[config.mk]
export PLATFORM = sky130hd
export DESIGN_NAME = execute_stage
export DESIGN_NICKNAME = d
export VERILOG_FILES = /design/src/rtl/y86_pkg.sv /design/src/rtl/alu_64.sv /design/src/rtl/execute_stage.sv
export SDC_FILE = /design/constraint.sdc
export NUM_CORES = 1
export LEC_CHECK = 0
export ABC_AREA = 1
export CORE_ASPECT_RATIO = 1.75
export CORE_MARGIN = 5
export CORE_UTILIZATION = 38
export CTS_BUF_LIST = sky130_fd_sc_hd__clkbuf_2
export DETAILED_ROUTE_END_ITERATION = 7
export GPL_TIMING_DRIVEN = 0
export PLACE_DENSITY_LB_ADDON = 0.15
export SLEW_MARGIN = 20
export SYNTH_ARGS = -nofsm -noshare
export SYNTH_HDL_FRONTEND = slang
export SYNTH_SLANG_ARGS = --single-unit
[constraint.sdc]
create_clock -name clk -period 5 [get_ports clk]
set_input_delay 0.75 -clock clk [delete_from_list [all_inputs] [get_ports clk]]
set_output_delay 0.75 -clock clk [all_outputs]
set_load 0.02 [all_outputs]
[src/rtl/y86_pkg.sv]
// Shared Y86-64 encodings for the execute stage.
// Holds the instruction codes, ALU function codes, condition codes, status
// codes and the "no register" id, plus the jXX/cmovXX condition evaluator.
package y86_pkg;

  // Instruction codes
  localparam logic [3:0] I_HALT   = 4'h0;
  localparam logic [3:0] I_NOP    = 4'h1;
  localparam logic [3:0] I_RRMOVQ = 4'h2;
  localparam logic [3:0] I_IRMOVQ = 4'h3;
  localparam logic [3:0] I_RMMOVQ = 4'h4;
  localparam logic [3:0] I_MRMOVQ = 4'h5;
  localparam logic [3:0] I_OPQ    = 4'h6;
  localparam logic [3:0] I_JXX    = 4'h7;
  localparam logic [3:0] I_CALL   = 4'h8;
  localparam logic [3:0] I_RET    = 4'h9;
  localparam logic [3:0] I_PUSHQ  = 4'hA;
  localparam logic [3:0] I_POPQ   = 4'hB;

  // ALU function codes (ifun of OPq)
  localparam logic [1:0] ALU_ADD = 2'd0;
  localparam logic [1:0] ALU_SUB = 2'd1;
  localparam logic [1:0] ALU_AND = 2'd2;
  localparam logic [1:0] ALU_XOR = 2'd3;

  // Condition codes (ifun of cmovXX / jXX)
  localparam logic [3:0] C_YES = 4'd0;
  localparam logic [3:0] C_LE  = 4'd1;
  localparam logic [3:0] C_L   = 4'd2;
  localparam logic [3:0] C_E   = 4'd3;
  localparam logic [3:0] C_NE  = 4'd4;
  localparam logic [3:0] C_GE  = 4'd5;
  localparam logic [3:0] C_G   = 4'd6;

  // Status codes
  localparam logic [2:0] S_AOK = 3'd1;
  localparam logic [2:0] S_HLT = 3'd2;
  localparam logic [2:0] S_ADR = 3'd3;
  localparam logic [2:0] S_INS = 3'd4;

  localparam logic [3:0] REG_NONE = 4'hF;

  // Condition outcome for a given ifun and CC value; unknown ifun -> false.
  function automatic logic cond_eval(input logic [3:0] ifun,
                                     input logic zf, input logic sf,
                                     input logic of);
    logic lt;
    lt = sf ^ of;
    case (ifun)
      C_YES:   cond_eval = 1'b1;
      C_LE:    cond_eval = lt | zf;
      C_L:     cond_eval = lt;
      C_E:     cond_eval = zf;
      C_NE:    cond_eval = ~zf;
      C_GE:    cond_eval = ~lt;
      C_G:     cond_eval = ~lt & ~zf;
      default: cond_eval = 1'b0;
    endcase
  endfunction

endpackage

[src/rtl/alu_64.sv]
// Combinational Y86 ALU: add, sub (b - a), and, xor, with ZF/SF/OF flags.
// Ports: a, b operands; fn function code; y result; zf/sf/of flags
// (of is zero for the logical functions).
module alu_64
  import y86_pkg::*;
#(
  parameter int WIDTH = 64
) (
  input  logic [WIDTH-1:0] a,
  input  logic [WIDTH-1:0] b,
  input  logic [1:0]       fn,
  output logic [WIDTH-1:0] y,
  output logic             zf,
  output logic             sf,
  output logic             of
);

  always_comb begin
    y  = '0;
    of = 1'b0;
    case (fn)
      ALU_ADD: begin
        y  = a + b;
        of = (a[WIDTH-1] == b[WIDTH-1]) && (y[WIDTH-1] != a[WIDTH-1]);
      end
      ALU_SUB: begin
        y  = b - a;
        of = (a[WIDTH-1] != b[WIDTH-1]) && (y[WIDTH-1] != b[WIDTH-1]);
      end
      ALU_AND: y = a & b;
      default: y = a ^ b;
    endcase
    zf = (y == '0);
    sf = y[WIDTH-1];
  end

endmodule

[src/rtl/execute_stage.sv]
// Y86-64 pipeline execute stage.
// Selects ALU operands per icode, owns the ZF/SF/OF condition-code register,
// evaluates Cnd for cmovXX/jXX and holds one result for the memory stage.
// Ports: clk, reset_n (sync, active low), flush; in_* decode side with
// in_valid/in_ready; out_* memory side with out_valid/out_ready;
// cc_zf/cc_sf/cc_of expose the current condition codes.
module execute_stage
  import y86_pkg::*;
#(
  parameter int WIDTH = 64,
  parameter int STATW = 2
) (
  input  logic             clk,
  input  logic             reset_n,
  input  logic             flush,
  input  logic             in_valid,
  output logic             in_ready,
  input  logic [3:0]       in_icode,
  input  logic [3:0]       in_ifun,
  input  logic [STATW-1:0] in_stat,
  input  logic [WIDTH-1:0] in_valA,
  input  logic [WIDTH-1:0] in_valB,
  input  logic [WIDTH-1:0] in_valC,
  input  logic [3:0]       in_dstE,
  input  logic [3:0]       in_dstM,
  output logic             out_valid,
  input  logic             out_ready,
  output logic [3:0]       out_icode,
  output logic [STATW-1:0] out_stat,
  output logic [WIDTH-1:0] out_valA,
  output logic [WIDTH-1:0] out_valE,
  output logic             out_cnd,
  output logic [3:0]       out_dstE,
  output logic [3:0]       out_dstM,
  output logic             cc_zf,
  output logic             cc_sf,
  output logic             cc_of
);

  logic [WIDTH-1:0] alu_a, alu_b, alu_y;
  logic [1:0]       alu_fn;
  logic             alu_zf, alu_sf, alu_of;
  logic             cnd, accept, cc_write;

  always_comb begin
    alu_a  = '0;
    alu_b  = '0;
    alu_fn = ALU_ADD;
    case (in_icode)
      I_RRMOVQ: alu_a = in_valA;
      I_IRMOVQ: alu_a = in_valC;
      I_RMMOVQ, I_MRMOVQ: begin
        alu_a = in_valC;
        alu_b = in_valB;
      end
      I_OPQ: begin
        alu_a  = in_valA;
        alu_b  = in_valB;
        alu_fn = in_ifun[1:0];
      end
      I_CALL, I_PUSHQ: begin
        alu_a = '0 - WIDTH'(8);
        alu_b = in_valB;
      end
      I_RET, I_POPQ: begin
        alu_a = WIDTH'(8);
        alu_b = in_valB;
      end
      default: ;
    endcase
  end

  alu_64 #(.WIDTH(WIDTH)) u_alu (
    .a  (alu_a),
    .b  (alu_b),
    .fn (alu_fn),
    .y  (alu_y),
    .zf (alu_zf),
    .sf (alu_sf),
    .of (alu_of)
  );

  // Cnd uses the CC register as it stands, so an OPq accepted on the
  // previous edge is already visible to a following cmov/jXX.
  always_comb begin
    cnd = 1'b0;
    if (in_icode == I_RRMOVQ || in_icode == I_JXX)
      cnd = cond_eval(in_ifun, cc_zf, cc_sf, cc_of);
  end

  assign in_ready = (!out_valid || out_ready) && !flush;
  assign accept   = in_valid && in_ready;
  assign cc_write = accept && (in_icode == I_OPQ) && (in_stat == STATW'(S_AOK));

  always_ff @(posedge clk) begin
    if (!reset_n) begin
      cc_zf <= 1'b1;
      cc_sf <= 1'b0;
      cc_of <= 1'b0;
    end else if (cc_write) begin
      cc_zf <= alu_zf;
      cc_sf <= alu_sf;
      cc_of <= alu_of;
    end
  end

  always_ff @(posedge clk) begin
    if (!reset_n) begin
      out_valid <= 1'b0;
      out_icode <= '0;
      out_stat  <= '0;
      out_valA  <= '0;
      out_valE  <= '0;
      out_cnd   <= 1'b0;
      out_dstE  <= REG_NONE;
      out_dstM  <= REG_NONE;
    end else if (flush) begin
      out_valid <= 1'b0;
    end else if (accept) begin
      out_valid <= 1'b1;
      out_icode <= in_icode;
      out_stat  <= in_stat;
      out_valA  <= in_valA;
      out_valE  <= alu_y;
      out_cnd   <= cnd;
      out_dstE  <= (in_icode == I_RRMOVQ && !cnd) ? REG_NONE : in_dstE;
      out_dstM  <= in_dstM;
    end else if (out_ready) begin
      out_valid <= 1'b0;
    end
  end

endmodule

# Yosys cells after proc, flatten, opt, wreduce, memory -nomap -nowiden
# Index checks and enable logic that the tools add are counted.
[totals] reg_bits=147 out_inout_bits=148 elab_cells=78
[op_classes] add_sub_neg=2 n_eq_ne=23 mux=10 n_bitwise=9 n_reduce_logical=23
[ops] operator="64-bit one-hot mux with 4 select lines" count=1
[ops] operator="64-bit one-hot mux with 3 select lines" count=1
[ops] operator="64-bit adder" count=1
[ops] operator="64-bit bitwise AND" count=1
[ops] operator="64-bit logical NOT" count=1
[ops] operator="64-bit 2-to-1 mux" count=1
[ops] operator="64-bit subtractor" count=1
[ops] operator="64-bit bitwise XOR" count=1
[ops] operator="4-bit by 3-bit == test with 1-bit output (second input constant)" count=7
[ops] operator="4-bit by 2-bit == test with 1-bit output (second input constant)" count=4
[ops] operator="4-bit == test (second input constant)" count=4
[ops] operator="2-bit OR reduction" count=4
[ops] operator="1-bit logical AND" count=7
[ops] operator="1-bit one-hot mux with 7 select lines" count=1
[ops] operator="7-bit OR reduction" count=1
[ops] operator="2-bit by 1-bit == test with 1-bit output (second input constant)" count=2
[ops] operator="4-bit by 1-bit == test with 1-bit output (second input constant)" count=1
[ops] operator="4-bit logical NOT" count=1
[ops] operator="4-bit 2-to-1 mux" count=1
[ops] operator="1-bit NOT" count=4
[ops] operator="1-bit logical NOT" count=3
[ops] operator="1-bit 2-to-1 mux" count=3
[ops] operator="1-bit inequality test" count=3
[ops] operator="3-bit OR reduction" count=1
[ops] operator="other kinds (11)" count=12

# Longest topological paths before layout
# Gate-level depths: netlist of run 1.
[depth] word_depth=8 ltp_mapped=32

# Cells and area by module
# Synthesis of run 1 repeated with hierarchy kept, for this count alone.
[hier_totals] hier_cells=4034 area_unflattened_um2=20694.8
[by_module_without_submodules] module="alu_64" n_inst=1 cells_per_inst=2996 area_per_inst_um2=13888.3
[by_module_without_submodules] module="execute_stage" n_inst=1 cells_per_inst=1038 area_per_inst_um2=6806.5

# Least setup slack after synthesis of run 1
# No wires, ideal clock.
[synth_path] path_type="input to register" startpoint="input in_icode[2]" endpoint="register cc_zf" setup_time_ns=0.059 t_arrival_ns=4.020 required_time_ns=4.941 setup_slack_ns=0.921 cell_stages=28 path_cell_list="inv_1 nor2_4 inv_1 o22ai_1 clkbuf_1 a22o_1 ha_1 inv_1 fa_1 nor2_1 nand3_1 nand3_2 nand2_1 nand2_1 nand2_1 nand2_1 nand3_1 nand2_1 nand2_1 nand3_1 nand3_1 nand2_1 nand2_1 nor2_1 nand2_1 nor2_1 nand3_1 nand2_1"
[synth_between] elab_chain_len=6 elab_cells_between_ends=28
[synth_rtl] element="from (decl)" line_no="execute_stage.sv:18" text="input logic [3:0] in_icode,"
[synth_rtl] element="4-bit by 3-bit == test with 1-bit output (tied with other cells)" line_no="execute_stage.sv:49" text="case (in_icode)"
[synth_rtl] element="3-bit OR reduction (no line) (tied with other cells)"
[synth_rtl] element="64-bit one-hot mux with 4 select lines or 64-bit 2-to-1 mux (tied branches)" line_no="execute_stage.sv:49"
[synth_rtl] element="64-bit subtractor (tied with other cells)" line_no="alu_64.sv:27" text="y = b - a;"
[synth_rtl] element="64-bit one-hot mux with 3 select lines" line_no="alu_64.sv:21" text="case (fn)"
[synth_rtl] element="64-bit logical NOT" line_no="alu_64.sv:33" text="zf = (y == '0);"
[synth_rtl] element="to (signal assigned)" line_no="execute_stage.sv:101" text="cc_zf <= alu_zf;"
[synth_rtl] element="to (decl)" line_no="execute_stage.sv:35" text="output logic cc_zf,"
# Several ways; a longest one is shown, not always the timed one.
# A chain may end at the register's enable or synchronous reset.

# Worst setup path in the final report of run 1
# Ends and elaborated chain as after synthesis.

==> results of run 1 <==
==> through the flow <==
step / setup slack [ns] / util / cell area, sq um / hold WS [ns] / TNS (ns)
4_1_cts: 0.00418 / 0.478 / 24900 / 0.191 / 0
3_5_place_dp: -1.98 / 0.468 / 24500 / 0.451 / -59.73
5_1_grt: -0.0463 / 0.481 / 25100 / 0.198 / -0.0463
6_report: -0.0637 / 0.482 / 25100 / 0.200 / -0.0637
2_1_floorplan: 0.921 / - / 20000 / 0.541 / 0
3_3_place_gp: -2.11 / 0.468 / 24400 / 0.439 / -64.09
==> cell type report <==
type | instances | share of cell area
repair buffers | 370 | 0.147
plain buffers | 140 | 0.0279
multi-input cells | 2851 | 0.557
well taps | 678 | 0.0337
clock buffers | 17 | 0.00338
inverters | 707 | 0.106
clock inverters | 14 | 0.00687
diodes | 13 | 0.00129
flip-flops and latches | 147 | 0.117
==> tightest hold or removal path, stage by stage <==
cell and delay, ns:
clkbuf_1 0.19, o21ai_0 0.12, a21oi_1 0.05
==> final timing paths <==
check              startpoint      endpoint  slack, ns  cells after the start
setup / recovery  in_icode[2]         cc_zf      -0.06                     30
hold / removal        reset_n  out_valE[24]       0.20                      3
setup reg to reg    out_valid         cc_zf       2.16                     17
hold reg to reg   out_stat[1]   out_stat[1]       0.49                      2
==> cells in the mapped netlist (2+ instances only) <==
cell      count  area (sq um)
nor2_1      581          2180
o211ai_1      5          37.5
nor2_4        5          56.3
nand3_2       2          20.0
clkbuf_2      3          15.0
xnor2_1       2          17.5
buf_2        40           200
nand2b_1      2          12.5
nand4_1      60           375
nor3_1       29           145
o21a_1        4          30.0
nand2_2       4          25.0
nand2_1    1146          4300
fa_1          2          40.0
clkbuf_1     72           270
a31oi_1       2          12.5
buf_6         4          45.0
buf_4        13          97.6
inv_2        10          37.5
a21oi_1     179           896
ha_1        136          1700
nand3_1     287          1440
a21oi_2       4          35.0
nor3_2        4          40.0
dfxtp_1     147          2940
xor2_1        3          26.3
o21ai_0     200          1000
nor2_2       18           113
buf_1        10          37.5
a22oi_1      63           473
o21ai_1       3          15.0
o22ai_1       6          37.5
o21bai_1     33           248
and2_1       61           382
nor4_1        2          12.5
inv_1       697          2620
==> cell families after synthesis <==
group | synth area share
AOI/OAI and AO/OA | 0.142
xor gates and xnor gates | 0.00219
DFF | 0.147
and+or+nand+nor | 0.456
adders and majority gates | 0.0871
buffers and inverters | 0.166
==> registers in the layout, summed over array words and instances (netlist names), 2 cells and up <==
register   cells
out_valA      64
out_valE      64
out_dstE       4
out_dstM       4
out_icode      4
out_stat       2
==> power breakdown <==
group	switching, mW	internal (mW)	total (mW)
clock network	0.618	0.249	0.868
registers	0.0441	1.26	1.30
logic	2.21	0.967	3.17
==> per-layer routing <==
metal / wire length, um / track usage / vias up
met5: 12 / 0 / -
met4: 16100 / 0.405 / 2
met3: 8780 / 0.0699 / 529
met2: 59600 / 0.712 / 1409
met1: 40200 / 0.409 / 12100
li1: - / - / 12700
==> timing repair <==
action / CTS / global route
pin swaps: 6 / 5
setup endpoints to repair: 42 / 1
endpoints found under the hold margin: 0 / 0
setup buffers: 8 / 2
gates resized for setup: 64 / 53
==> impl_results.md, run 1 <==
* FP Rows at 111
* H-Tree Depth at 4
* Total number of yosys warnings at 0
* Synth cell types at 44
* Worst min-delay path category: input port to register
* Final setup vio count at 1
* Final ANT Viol Nets at 0
* FF/Latch Area at 2940 sq um
* CTS tree: yes
* Share of layout cells above drive strength 1 at 0.0553
* FFs w/ async S/R, synth at 0
* Setup CP Type: input port to register
* Reg clk slew, reported paths at 0.36 ns
* Final net count at 4,587
* DPL Wire Length at 105 mm
* Min Clock Period, post-route at 5.06 ns
* Pleak at 13.2 nW
* Max-cap violations at 0
* Final Max Slew Viols at 0
* Final RePlAce weighted congestion at 1.10
* Die Area at 57,500 sq um
* Worst Path Max Fanout at 10
* Syn_nets at 4,200
* Largest net degree at the start of global routing at 17
* Crit. End Element: register
* Req. time, crit path at 5.79 ns
* Sequential share of the synthesized area at 0.147
* Final wirelength at 125 mm
* Post-Syn Area at 20,000 sq um
* Pre-antenna DRT Iters at 8
* Layout Area Growth over Synthesis at 25.8%
* GRT Total Usage at 0.414
* Most common cell after layout, fill and taps aside: nand2_1
* # DRC at 0
* Pwr dens at 212 nW/um^2
* Hold buffers post-CTS at 0
* Top FF cell, synth: dfxtp_1
* Slowest Stage Delay on Critical Path at 0.50 ns
* Failing checks: setup timing
* Fin cells at 4,937
* Port bufs at 360
* Placed insts at 4,885
* Root Buffer: clkbuf_2
* Avg Vias per Cell at 5.41
* Vias in the first global route at 25,800
* Total power at 5.34 mW
* Final worst slack at -0.0637 ns
* Worst-margin pin slew at 1.14 ns
* Initial antenna violation count at 16
* Area of the multi-input gates at 14,000 sq um
* Post-synth EDFFs at 0
* CP max-delay cell: clkdlybuf4s50_1
* Final Hold Fails at 0
* Worst Setup Start Kind: input port
* I/O Pins at 363
* GR Overflow Total at 0
* Starting DRT DRC Count at 2,510
* Critical path's top delay family: simple AND/OR/NAND/NOR gates
* Final period util at 1.01
* Initial core utilization at 0.383
* Post-Synthesis Cells at 3,847
* Highest clock rate at 0.197 GHz
* Most frequent cells in the layout: nand2_1, inv_1, nor2_1
* Max IR drop VDD at 0.000177 V
* Worst-Skew Late Latency at 0.89 ns
* Largest buffer count on any clock path at 2
* Die Width at 183 um
* Clock sink total at 147
* Synthesized flop and latch total at 147
* Crit-path most repeated cell: nand2_1
* Worst Path Buf+Inv at 6
* Slew HR at 0.239
* First-pass GRT wire length at 171 mm
* TritonCTS Buffers at 17
* Via Count at 26,700
* Syn Area/Cell at 5.20 sq um
* Critical Path AT at 5.85 ns
* Clock skew at 0.0812 ns
* Outcome: finished, violations left
* WL/cell at 25.3 um
* Die H at 313 um
* CORE AREA at 52,200 sq um
* FILL cells at 6,120
Power figures use the tool's default switching activity.
==> run 2: changes to the inputs <==
Settings changed: CORE_ASPECT_RATIO 1.75 to unset, SYNTH_HIERARCHICAL set to 1.
==> run 2 against run 1 <==
The flow now finishes without violations. Combinational power is 6.9% lower. Register-to-register slack better by 1.0 ns. Fmax is 4.3% higher. Highest routed layer is now met4.
==> impl_results.md, run 2 <==
* # DRC at 0
* Area of the multi-input gates at 14,000 sq um
* Max-cap violations at 0
* Worst-Skew Late Latency at 1.12 ns
* Sequential share of the synthesized area at 0.142
* Synth area leader: nand2_1
* Critical path's top delay family: simple AND/OR/NAND/NOR gates
* Setup TNS at 0 ns
* Final Util at 0.474
* Final period util at 0.971
* Busiest grt layer: met2
* FP Rows at 85
* First-pass GRT wire length at 152 mm
* FFs w/ async S/R, synth at 0
* Worst min-delay path category: input port to register
* Pleak at 13.4 nW
* Post-Synthesis Cells at 4,034
* Clock power share at 0.170
* Final Max Slew Viols at 0
* Critical Path AT at 5.84 ns
* Max IR drop VDD at 0.000178 V
* Reg power frac at 0.251
* Final Hold Fails at 0
* Hold buffers post-CTS at 0
* Slowest Stage Delay on Critical Path at 0.58 ns
* Largest buffer count on any clock path at 2
* Die Area at 59,200 sq um
* WL/cell at 20.5 um
* H-Tree Depth at 4
* Final ANT Viol Nets at 0
* CP max-delay cell: clkdlybuf4s50_1
* Initial core utilization at 0.384
* Syn Area/Cell at 5.13 sq um
* Highest clock rate at 0.206 GHz
* DPL Wire Length at 91.0 mm
* Initial antenna violation count at 5
* Crit-path most repeated cell: nand2_1
* Sw Pwr at 2.70 mW
* Gate power share at 0.579
* CORE AREA at 53,900 sq um
* Most common cell in the netlist: nand2_1
* Most common cell after layout, fill and taps aside: nand2_1
* GR Overflow Total at 0
* Worst Path Buf+Inv at 5
* Most frequent cells in the layout: nand2_1, inv_1, nand3_1
* Post-synth top area share at 0.277
* Vias in the first global route at 23,900
* Die Width at 243 um
* Crit. End Element: register
* Syn_nets at 4,379
* Pwr dens at 199 nW/um^2
* Top FF cell, synth: dfxtp_1
* Worst Path Max Fanout at 10
* TritonCTS Buffers at 17
* Synth area leaders: nand2_1, dfxtp_1, inv_1
* Met2 layer usage reported by global route at 0.526
* Starting DRT DRC Count at 2,878
* Fin cells at 5,130
* FILL cells at 6,185
* Pre-antenna DRT Iters at 6
* Final net count at 4,763
* Root Buffer: clkbuf_2
* Post-Syn Area at 20,700 sq um
* M3 GR Usage at 0.0823
* Setup CP Type: input port to register
* Share of layout cells above drive strength 1 at 0.0605
* Total number of yosys warnings at 6
* Die H at 243 um
* Min Clock Period, post-route at 4.85 ns
* Final setup vio count at 0
* GRT Total Usage at 0.340
* Outcome: completed
* Largest net degree at the start of global routing at 19
* Switching share of power at 0.531
* Placed insts at 5,092
* Clock skew at 0.103 ns
* Worst Setup Start Kind: input port
* Synth cell types at 46
* Avg Vias per Cell at 5.13
* P_int at 2.39 mW
* Via Count at 26,300
* CTS tree: yes
* Final RePlAce weighted congestion at 1.03
* DP Area at 25,200 sq um
* Port bufs at 362
* Post-synth EDFFs at 0
* FF/Latch Area at 2940 sq um
* Slew HR at 0.375
* Clock sink total at 147
* Registers with the most flip-flops: out_valA: 64 flops, out_valE: 64 flops
* Worst-margin pin slew at 0.938 ns
* Req. time, crit path at 5.98 ns
* Layout Area Growth over Synthesis at 23.5%
* Post-route cell area at 25,600 sq um
* Met1 usage at 0.479
* Final wirelength at 105 mm
* Synth cell count leaders: nand2_1, inv_1, nand3_1, nor2_1, a21oi_1
* Smallest hold slack at 0.181 ns
* Synthesized flop and latch total at 147
* Reg clk slew, reported paths at 0.39 ns
* I/O Pins at 363
run 2: changes by cell type after synthesis, sizes merged, moves of 16 or more:
cell    previous run  this run
nand2           1150      1553
nor2             604       395
nand3            289       431
o21ai            203        70
a22oi             63         0
a21oi            183       241
and2              61         3
buf               67       121
inv              707       750
clkbuf            75        42
o21bai            33        17
run 2: routing by layer:
layer	routed length [um]	vias to the layer above
met2	44500	1158
met4	2500	0
li1	-	13100
met1	47400	11900
met3	10800	113
met5	0	-
run 2: final cells by class:
type / instances / area share
clock buffers: 17 / 0.00333
inverters: 752 / 0.110
flip-flops and latches: 147 / 0.115
repair buffers: 365 / 0.143
multi-input cells: 2972 / 0.549
well taps: 696 / 0.0341
diodes: 3 / 0.000294
plain buffers: 163 / 0.0387
clock inverters: 15 / 0.00671
run 2: metrics by stage:
step	worst slack [ns]	total power, mW
2_1_floorplan	1.37	3.06
3_3_place_gp	-1.65	4.13
3_5_place_dp	-1.65	4.14
4_1_cts	0.0776	5.03
5_1_grt	-0.0144	5.41
6_report	0.147	5.09
run 2: tightest hold or removal path: stages:
cell and delay (ns):
clkdlybuf4s50_1 0.42, nand2_1 0.07, a21oi_1 0.05
run 2: path summary, 6_finish.rpt:
path,endpoint,cells past startpoint,start,slack [ns]
worst min-delay path,out_valA[3],3,in_valA[3],0.18
worst max register to register,out_valA[2],8,out_valid,3.18
worst max-delay path,cc_zf,28,in_icode[1],0.15
worst min register to register,out_valE[4],2,out_valE[4],0.48
run 2: cell families after synthesis:
group                      count (synthesis)  share of synthesized area
adders and majority gates                130                     0.0793
xor gates and xnor gates                   2                   0.000847
AOI/OAI and AO/OA                        343                     0.0880
DFF                                      147                      0.142
buffers and inverters                    915                      0.183
and+or+nand+nor                         2497                      0.507
run 2: power groups by stage:
stage          registers (mW)  clock network, mW  logic, mW
2_1_floorplan            1.37                  0       1.69
3_3_place_gp             1.29                  0       2.84
3_5_place_dp             1.30                  0       2.84
6_report                 1.28              0.863       2.95
5_1_grt                  1.29              0.924       3.20
4_1_cts                  1.28              0.894       2.85
run 2: repair_timing:
item                       CTS  global route
pin swaps                    0             3
setup buffers                0             3
setup endpoints to repair    1             1
resized for setup            5            28
